[src/rtl/gen_reg.sv]
// Six-entry, 20-bit register file with one combined write/read port.
// Each access targets the full word, the high half [19:10] or the low half [9:0].
module gen_reg (
    input  logic        clk,
    input  logic        rst,
    input  logic [1:0]  addr_sel,
    input  logic [9:0]  addr,
    input  logic [19:0] data_in,
    output logic [19:0] data_out
);

    typedef enum logic [1:0] {
        MODE_FULL = 2'b00,
        MODE_HIGH = 2'b01,
        MODE_LOW  = 2'b10,
        MODE_HOLD = 2'b11
    } mode_e;

    localparam int NUM_REGS = 6;

    mode_e       mode;
    logic [19:0] regs_q [NUM_REGS];
    logic [19:0] regs_d [NUM_REGS];
    logic [19:0] rd_word;

    assign mode = mode_e'(addr_sel);

    // The full 10-bit address is compared, so indices 6..1023 never alias R0..R5.
    always_comb begin
        for (int i = 0; i < NUM_REGS; i++) begin
            regs_d[i] = regs_q[i];
            if (addr == 10'(i)) begin
                case (mode)
                    MODE_FULL: regs_d[i] = data_in;
                    MODE_HIGH: regs_d[i] = {data_in[19:10], regs_q[i][9:0]};
                    MODE_LOW:  regs_d[i] = {regs_q[i][19:10], data_in[9:0]};
                    default:   regs_d[i] = regs_q[i];
                endcase
            end
        end
    end

    always_ff @(posedge clk or posedge rst) begin
        if (rst) begin
            for (int i = 0; i < NUM_REGS; i++) begin
                regs_q[i] <= '0;
            end
        end else begin
            for (int i = 0; i < NUM_REGS; i++) begin
                regs_q[i] <= regs_d[i];
            end
        end
    end

    // Read path: no write-through, so data_out shows stored contents only.
    always_comb begin
        rd_word = '0;
        for (int i = 0; i < NUM_REGS; i++) begin
            if (addr == 10'(i)) begin
                rd_word = regs_q[i];
            end
        end
    end

    always_comb begin
        data_out = rd_word;
        case (mode)
            MODE_HIGH: data_out = {rd_word[19:10], 10'h000};
            MODE_LOW:  data_out = {10'h000, rd_word[9:0]};
            default:   data_out = rd_word;
        endcase
    end

endmodule

[config.mk]
export PLATFORM = sky130hd
export DESIGN_NAME = gen_reg
export DESIGN_NICKNAME = d
export VERILOG_FILES = /design/src/rtl/gen_reg.sv
export SDC_FILE = /design/constraint.sdc
export NUM_CORES = 1
export LEC_CHECK = 0
export BUFFER_PORTS_ARGS = -buffer_cell sky130_fd_sc_hd__buf_2
export CAP_MARGIN = 20
export CORE_UTILIZATION = 35
export CTS_CLUSTER_SIZE = 14
export DETAILED_ROUTE_END_ITERATION = 8
export PLACE_DENSITY = 0.59
export SLEW_MARGIN = 10
export SYNTH_ARGS = -nofsm -noshare
export SYNTH_HDL_FRONTEND = slang
export SYNTH_SLANG_ARGS = --single-unit
export TNS_END_PERCENT = 30
[constraint.sdc]
create_clock -name clk -period 10.8 [get_ports clk]
set_input_delay 1.62 -clock clk [delete_from_list [all_inputs] [get_ports clk]]
set_output_delay 1.62 -clock clk [all_outputs]
set_load 0.01 [all_outputs]
=== Word level (Yosys, flattened, before mapping) ===
Cells that the tools add are included.

* Bits of input ports: 34
* Output and inout port bits: 20
* Register bits after elaboration: 120
* Logic and storage cells: 45

* Bitwise gates (word level): 2
* Mux-type cells: 8
* Eq/ne operators: 7
* Reductions and logical operators: 16

{| class="wikitable"
|+ Operator list
! cell !! count
|-
| $mux W20 || 6
|-
| $pmux W20 S3 || 1
|-
| $pmux W20 S2 || 1
|-
| $reduce_and A3 Y1 || 12
|-
| $eq A10 B2 Y1 const B || 2
|-
| $eq A10 B3 Y1 const B || 2
|-
| $eq A10 B1 Y1 const B || 1
|-
| $logic_not A10 Y1 || 1
|-
| $reduce_bool A2 Y1 || 2
|-
| $eq A2 B1 Y1 const B || 1
|-
| $eq A2 B2 Y1 const B || 1
|-
| $logic_not A2 Y1 || 1
|-
| $not A1 Y1 || 2
|}

=== Longest topological paths before layout ===
Gate-level depths: netlist of the first run.

* Depth in word-level cells: 8
* Mapped depth: 7
* Depth with buffers taken out: 6

=== Worst setup path after synthesis of the first run ===
OpenSTA, ideal clock, no wires.

* Kind: input port to output port
* From: in addr[9]
* To: out data_out[0]
* Path buffers: 2
* Arrival: 2,981 ps
* Path slack: 6,199 ps
* Stages: 6
* Required time: 9,180 ps
* Cells stage by stage: or3_4 -> clkbuf_1 -> nor3_1 -> buf_2 -> a2bb2oi_1 -> nor3_1

* Word-level cells in the longest chain between the ends: 8
* Elaborated cells on any way between the ends: 13
* Those cells by class: eq/ne (5); mux (7); reduce/logical (1)

{| class="wikitable"
|+ RTL lines
! element !! line !! source
|-
| from (decl) || 7 || <nowiki>input logic [9:0] addr,</nowiki>
|-
| $logic_not A10 Y1 || 59 || <nowiki>if (addr == 10'(i)) begin</nowiki>
|-
| $mux W20 (5 in a row) || 59 ||
|-
| $mux W20 * || 59 ||
|-
| $pmux W20 S2 * || 67 || <nowiki>case (mode)</nowiki>
|-
| to (decl) || 9 || <nowiki>output logic [19:0] data_out</nowiki>
|}

Mark *: on every way between the ends. The rest lies on a longest branch, timed or not.

=== Worst setup path after layout of the first run ===
* From: in addr[1]
* To: out data_out[19]

Same word-level chain as after synthesis.

==> results.toml, run 1 <==
[synth]
syn_avg_cell_area_um2 = 14.3
yosys_warnings = 0
synth_top_area_share_pct = 50.8
ys_ff_latch = 120
synthFlopType = "dfrtp_1"
synth.most_common_cell = "dfrtp_1"
async_flop_share_pct = 100
synth_cell_types = 34
netlist_instances = 412
synth_enable_flop_cells = 0
yosysSeqAreaShare_pct = 50.8
synth_nets = 449
yosysTopAreaCell = "dfrtp_1"
synthTopCellsByArea = "dfrtp_1 51%, mux2_2 16%, mux4_2 7.6%"
synth_area_um2 = 5910
synthTopCellsByCount = "120 x dfrtp_1, 84 x mux2_2, 33 x nor2_1"

[run]
drv_cap = 0

[floorplanning]
dieHeight_um = 132
start_util_pct = 35.8
core_area_um2 = 16500
ios = 54
dieArea_um2 = 17400
fp.dieW_um = 132
rows = 47

[final_layout]
syn2layout_area_growth_pct = 17.2
top_register = "regs_q"
top_regs = "regs_q x120"
drive_above_1_share_pct = 46.5
stdcell_count = 697
antennaDiodeCount = 0
largest_reg_flops = 120
fin_util_pct = 41.9
nNetsFinal = 502

[timing]
hold_violations = 0
slew_headroom_pct = 35.9
hold_ws_ns = 0.483
setup-tns-final_ns = 0
final.min_clock_period_ns = 5.44
maxSlewViolCount = 0
worst_slew_pin_slew_ns = 0.959
max_freq_mhz = 184
finalSetupViolations = 0
skew_ns = 0
rsz0062_at_grt = "false"
period_share_pct = 50.4

[global_route]
grt_antenna_before_repair = 0
grt_pass1_wl_mm = 22.4
grt-ovfl-total = 0
grtUsageTotal_pct = 17.2
grt_max_degree = 79
first_global_vias = 3886

[clock_tree]
cts_buffers = 17
clk_path_buf_depth = 2
root_buffer = "clkbuf_16"
hold_buffers = 0
cts_tree = "built"
ctsResizeCount = 0
clk_pin_slew_ns = 0.05
numClockSinks = 120
htree_levels = 4
insertion_delay_ns = 0.41
cts_setup_buffers = 0

[power_and_ir_drop]
net-switching-power_mw = 0.227
pwr-share-comb_pct = 6.0
finalPower_mw = 1.03
power_frac_clock_pct = 49.7
power.leakage_nw = 3.47
p_sw_share_pct = 22.0
power.density_nw_per_um2 = 149
p_int_mw = 0.802
ir_drop_mv = 0.0999
power_frac_seq_pct = 44.3

[critical_path]
crit_path_start = "addr[1]"
reg2regPathDepth = 1
critPathMaxFanout = 23
rr_startpoint = "regs_q[19]"
critPathKind = "primary input to output port"
required_ns = 9.18
r2r_end = "regs_q[19]"
r2r_setup_slack_ns = 10.00
arrival_ns = 3.82
end_kind = "output port"
startpoint_type = "primary input"

[routing]
wl_per_cell_um = 19.9
drt_pass1_iterations = 4
vias = 3644
ant_nets = 0
drcViolationCount = 0
viasPerCell = 5.23
drt_wl_total_mm = 13.9
drtIter0Drc = 210

[hold_path]
hp-class = "register to register"
hold_end = "regs_q[49]"
min_path_cells = 1
worstHoldStart = "regs_q[49]"

[run_status]
outcome = "finished clean"

[placed_design]
placed_cells = 665
dp_hpwl_mm = 8.53
gp_congestion = 0.755
port_buffers = 53
## worst max path at each step
stage | to | slack (ns) | depth (start not counted)
after floorplan | regs_q[0] | 5.99 | 1
after global placement | data_out[18] | 5.41 | 7
after detailed placement | data_out[19] | 5.35 | 7
after CTS | data_out[19] | 5.33 | 7
after global routing | data_out[15] | 5.11 | 7
final | data_out[19] | 5.36 | 7
## worst max-delay path, cell delays in order
cell and delay (ns):
buf_2 0.35, nor2b_1 0.50, nand3_1 0.39, buf_4 0.34
a2bb2oi_1 0.15, nor3_1 0.28, buf_2 0.18
## per-stage QoR
step           setup slack, ns  cell area [um2]
6_report                  5.36             6920
3_5_place_dp              5.35             6360
3_3_place_gp              5.41             6360
2_1_floorplan             5.99             5910
5_1_grt                   5.11             6920
4_1_cts                   5.33             6900
## placed cells by master (no fill, tap or decap)
| master | n |
|---|---|
| nor3_1 | 13 |
| nor2b_1 | 3 |
| nand2_2 | 2 |
| mux2_1 | 16 |
| nand4_1 | 1 |
| or3_4 | 1 |
| and3_1 | 2 |
| inv_1 | 2 |
| dfrtp_1 | 120 |
| buf_2 | 53 |
| buf_4 | 3 |
| mux4_2 | 20 |
| and2_1 | 20 |
| mux2_4 | 20 |
| nor4_4 | 2 |
| ha_1 | 3 |
| nor3b_4 | 1 |
| nand3_1 | 1 |
| or4_4 | 1 |
| clkbuf_8 | 6 |
| buf_12 | 1 |
| clkbuf_16 | 17 |
| inv_4 | 1 |
| a2bb2oi_1 | 11 |
| o2bb2ai_1 | 9 |
| o311a_1 | 9 |
| nand4b_1 | 1 |
| clkbuf_1 | 6 |
| nand3_2 | 3 |
| mux2_2 | 84 |
| clkinv_2 | 2 |
| nand3b_1 | 2 |
| nor2_1 | 33 |
| nand4_2 | 1 |
| nand3_4 | 1 |
| nand2b_1 | 3 |
| nor3_4 | 3 |
## layout make-up
cell class	count	area, um2
repair buffers	57	308
clock inverters	2	10.0
fillers	1556	9600
multi-input cells	266	2780
well taps	220	275
clock buffers	29	531
flip-flops and latches	120	3000
inverters	3	13.8
## power groups by stage
stage / registers (mW) / clock network, mW / logic (mW)
floorplan: 0.462 / 0 / 0.0400
global placement: 0.463 / 0 / 0.0603
detailed placement: 0.463 / 0 / 0.0615
CTS: 0.455 / 0.524 / 0.0617
global route: 0.455 / 0.540 / 0.0687
finish: 0.456 / 0.512 / 0.0612
## layer usage
metal | vias to the layer above | track usage (%) | share of wire (%)
met4 | 0 | 6.27 | 1.1
met3 | 16 | 3.92 | 3.5
li1 | 1641 | - | -
met2 | 74 | 27.2 | 48
met1 | 1913 | 23.2 | 47
met5 | - | 0 | 0
## cells by family (layout without fill, tap and decap cells)
family | Yosys count | after routing | synth area share, %
muxes | 140 | 140 | 31.8
adders and majority gates | 3 | 3 | 0.635
buffers and inverters | 26 | 91 | 2.24
and+or+nand+nor | 94 | 94 | 10.0
AOI/OAI and AO/OA | 29 | 29 | 4.49
DFF | 120 | 120 | 50.8
Power figures use the tool's default switching activity.
==> run 2: changes to the inputs <==
ABC_AREA = 1   (was not set)
clock period = 5.05 ns   (was 10.8 ns; I/O delays follow)
==> run 2 against run 1 <==
Count of clock-buffer cells in the layout fell by 6. Largest power group unchanged. Design area barely moved. First-iteration DRC count grew 92%. Wire length up 16%. Final cell count increased by 43%. Largest cell class unchanged. Non-clock buffer count is 3 higher.
==> results.toml, run 2 <==
[clock_tree]
cts_buffers = 17
ctsResizeCount = 0
insertion_delay_ns = 0.42
htree_levels = 4
cts_tree = "built"
clk_pin_slew_ns = 0.05
clk_path_buf_depth = 2
root_buffer = "clkbuf_16"
cts_setup_buffers = 0
numClockSinks = 120
hold_buffers = 0

[final_layout]
final_cell_mix = "184 x nand2_1, 120 x dfrtp_1, 100 x o21ai_0"
largest_reg_flops = 120
drive_above_1_share_pct = 13.8
top_regs = "regs_q x120"
nNetsFinal = 803
fin_util_pct = 41.7
final_common_cell = "nand2_1"
antennaDiodeCount = 0
syn2layout_area_growth_pct = 16.7
n_fill_cell = 1683
layout.area.seq_um2 = 3000
top_register = "regs_q"
multi_input_area_um2 = 2440

[critical_path]
crit_path_start = "addr[1]"
critPathTopFamily = "buffers and inverters"
critPathMaxFanout = 29
required_ns = 4.29
path_buf_inv = 4
end_kind = "output port"
r2r_setup_slack_ns = 4.31
path_cells = "buf_2 -> nor2_1 -> nand2_1 -> inv_2 -> a21oi_1 -> nand3_1 -> nand2_1 -> inv_1 -> buf_2"
critPathKind = "primary input to output port"
arrival_ns = 2.66
rr_startpoint = "regs_q[13]"
reg2regPathDepth = 2
r2r_end = "regs_q[13]"
startpoint_type = "primary input"
worst_path_max_delay_cell = "buf_2"
critPathMaxStageDelay_ns = 0.53

[synth]
synthFlopType = "dfrtp_1"
synth_area_um2 = 5930
synth.most_common_cell = "nand2_1"
synth_top_area_share_pct = 50.7
syn_avg_cell_area_um2 = 7.99
yosys_warnings = 0
synthTopCellsByCount = "184 x nand2_1, 120 x dfrtp_1, 100 x o21ai_0"
synth_cell_types = 26
netlist_instances = 742
synthTopCellsByArea = "dfrtp_1 51%, nand2_1 12%, o21ai_0 8.4%"
ys_ff_latch = 120
synth_enable_flop_cells = 0
yosysTopAreaCell = "dfrtp_1"
async_flop_share_pct = 100
synth_nets = 779
yosysSeqAreaShare_pct = 50.7

[floorplanning]
fp.dieW_um = 132
core_area_um2 = 16600
rows = 47
start_util_pct = 35.7
ios = 54
dieArea_um2 = 17500
dieHeight_um = 132

[routing]
drt_wl_total_mm = 16.0
drt_pass1_iterations = 5
viasPerCell = 5.10
drcViolationCount = 0
vias = 5085
wl_per_cell_um = 16.0
ant_nets = 0
drtIter0Drc = 403

[timing]
worst_slew_pin_slew_ns = 0.759
hold_violations = 0
maxSlewViolCount = 0
period_share_pct = 67.7
rsz0062_at_grt = "false"
max_freq_mhz = 292
setup-tns-final_ns = 0
finalSetupViolations = 0
slew_headroom_pct = 49.2
skew_ns = 0
final.min_clock_period_ns = 3.42

[global_route]
grt_pass1_wl_mm = 26.1
grtUsageTotal_pct = 19.5
first_global_vias = 4668
grt_max_degree = 52
grt-ovfl-total = 0
grt_antenna_before_repair = 0

[run_status]
outcome = "finished clean"

[power_and_ir_drop]
finalPower_mw = 2.46
ir_drop_mv = 0.180
power.density_nw_per_um2 = 356
power.leakage_nw = 3.28

[placed_design]
dp_hpwl_mm = 10.3
port_buffers = 53
gp_congestion = 0.775

[hold_path]
hp-class = "primary input to async pin"

[run]
drv_cap = 0
run 2: changes by cell type after synthesis, moves of 24 or more:
cell / delta
clkbuf_1: +24
a21oi_1: +32
o21ai_0: +100
inv_1: +49
nand3_1: +72
nand2_1: +184
mux2_2: -84
o21ai_1: +40
run 2: cells by family (layout without fill, tap and decap cells):
group           count (synthesis)  in the layout  share of synthesized area (%)
compound gates                202            202                           18.3
fa+ha+maj                       3              3                          0.634
buf+inv                       112            148                           8.11
flops                         120            120                           50.7
simple gates                  305            305                           22.3
run 2: where the power goes:
part / switching [mW] / internal (mW) / total (mW) / leakage, nW
Clock: 0.429 / 0.936 / 1.36 / 0.329
Sequential: 0.00400 / 0.970 / 0.974 / 1.68
Combinational: 0.100 / 0.0252 / 0.126 / 1.28
Total: 0.533 / 1.93 / 2.46 / 3.28
run 2: worst max path at each step:
stage | depth (start not counted) | endpoint | slack (ns)
floorplan | 1 | regs_q[0] | 1.11
global placement | 9 | data_out[10] | 1.71
detailed placement | 9 | data_out[14] | 1.64
CTS | 9 | data_out[14] | 1.64
global route | 9 | data_out[15] | 1.50
finish | 9 | data_out[14] | 1.63
run 2: through the flow:
step                      hold WS (ns)  cells  worst slack (ns)  instance area [um2]
final                            0.422    998              1.63                 6920
after global placement           0.465    967              1.71                 6250
after global routing             0.477    998              1.50                 6920
after CTS                        0.446    998              1.64                 6920
after detailed placement         0.473    967              1.64                 6250
after floorplan                  0.453    742              1.11                 5930
run 2: layout make-up:
class	instances	share of cell area [%]
multi-input cells	510	35.3
clock inverters	8	2.39
flip-flops and latches	120	43.4
clock buffers	23	7.20
well taps	220	3.98
inverters	57	3.13
repair buffers	60	4.59
run 2: routing by layer:
| layer | GRT usage, % | wire (um) | part of all wire, % |
|---|---|---|---|
| met2 | 28.0 | 6730 | 42 |
| met3 | 5.19 | 1040 | 6.5 |
| met1 | 27.9 | 7950 | 50 |
| met5 | 0 | 0 | 0 |
| met4 | 7.36 | 276 | 1.7 |
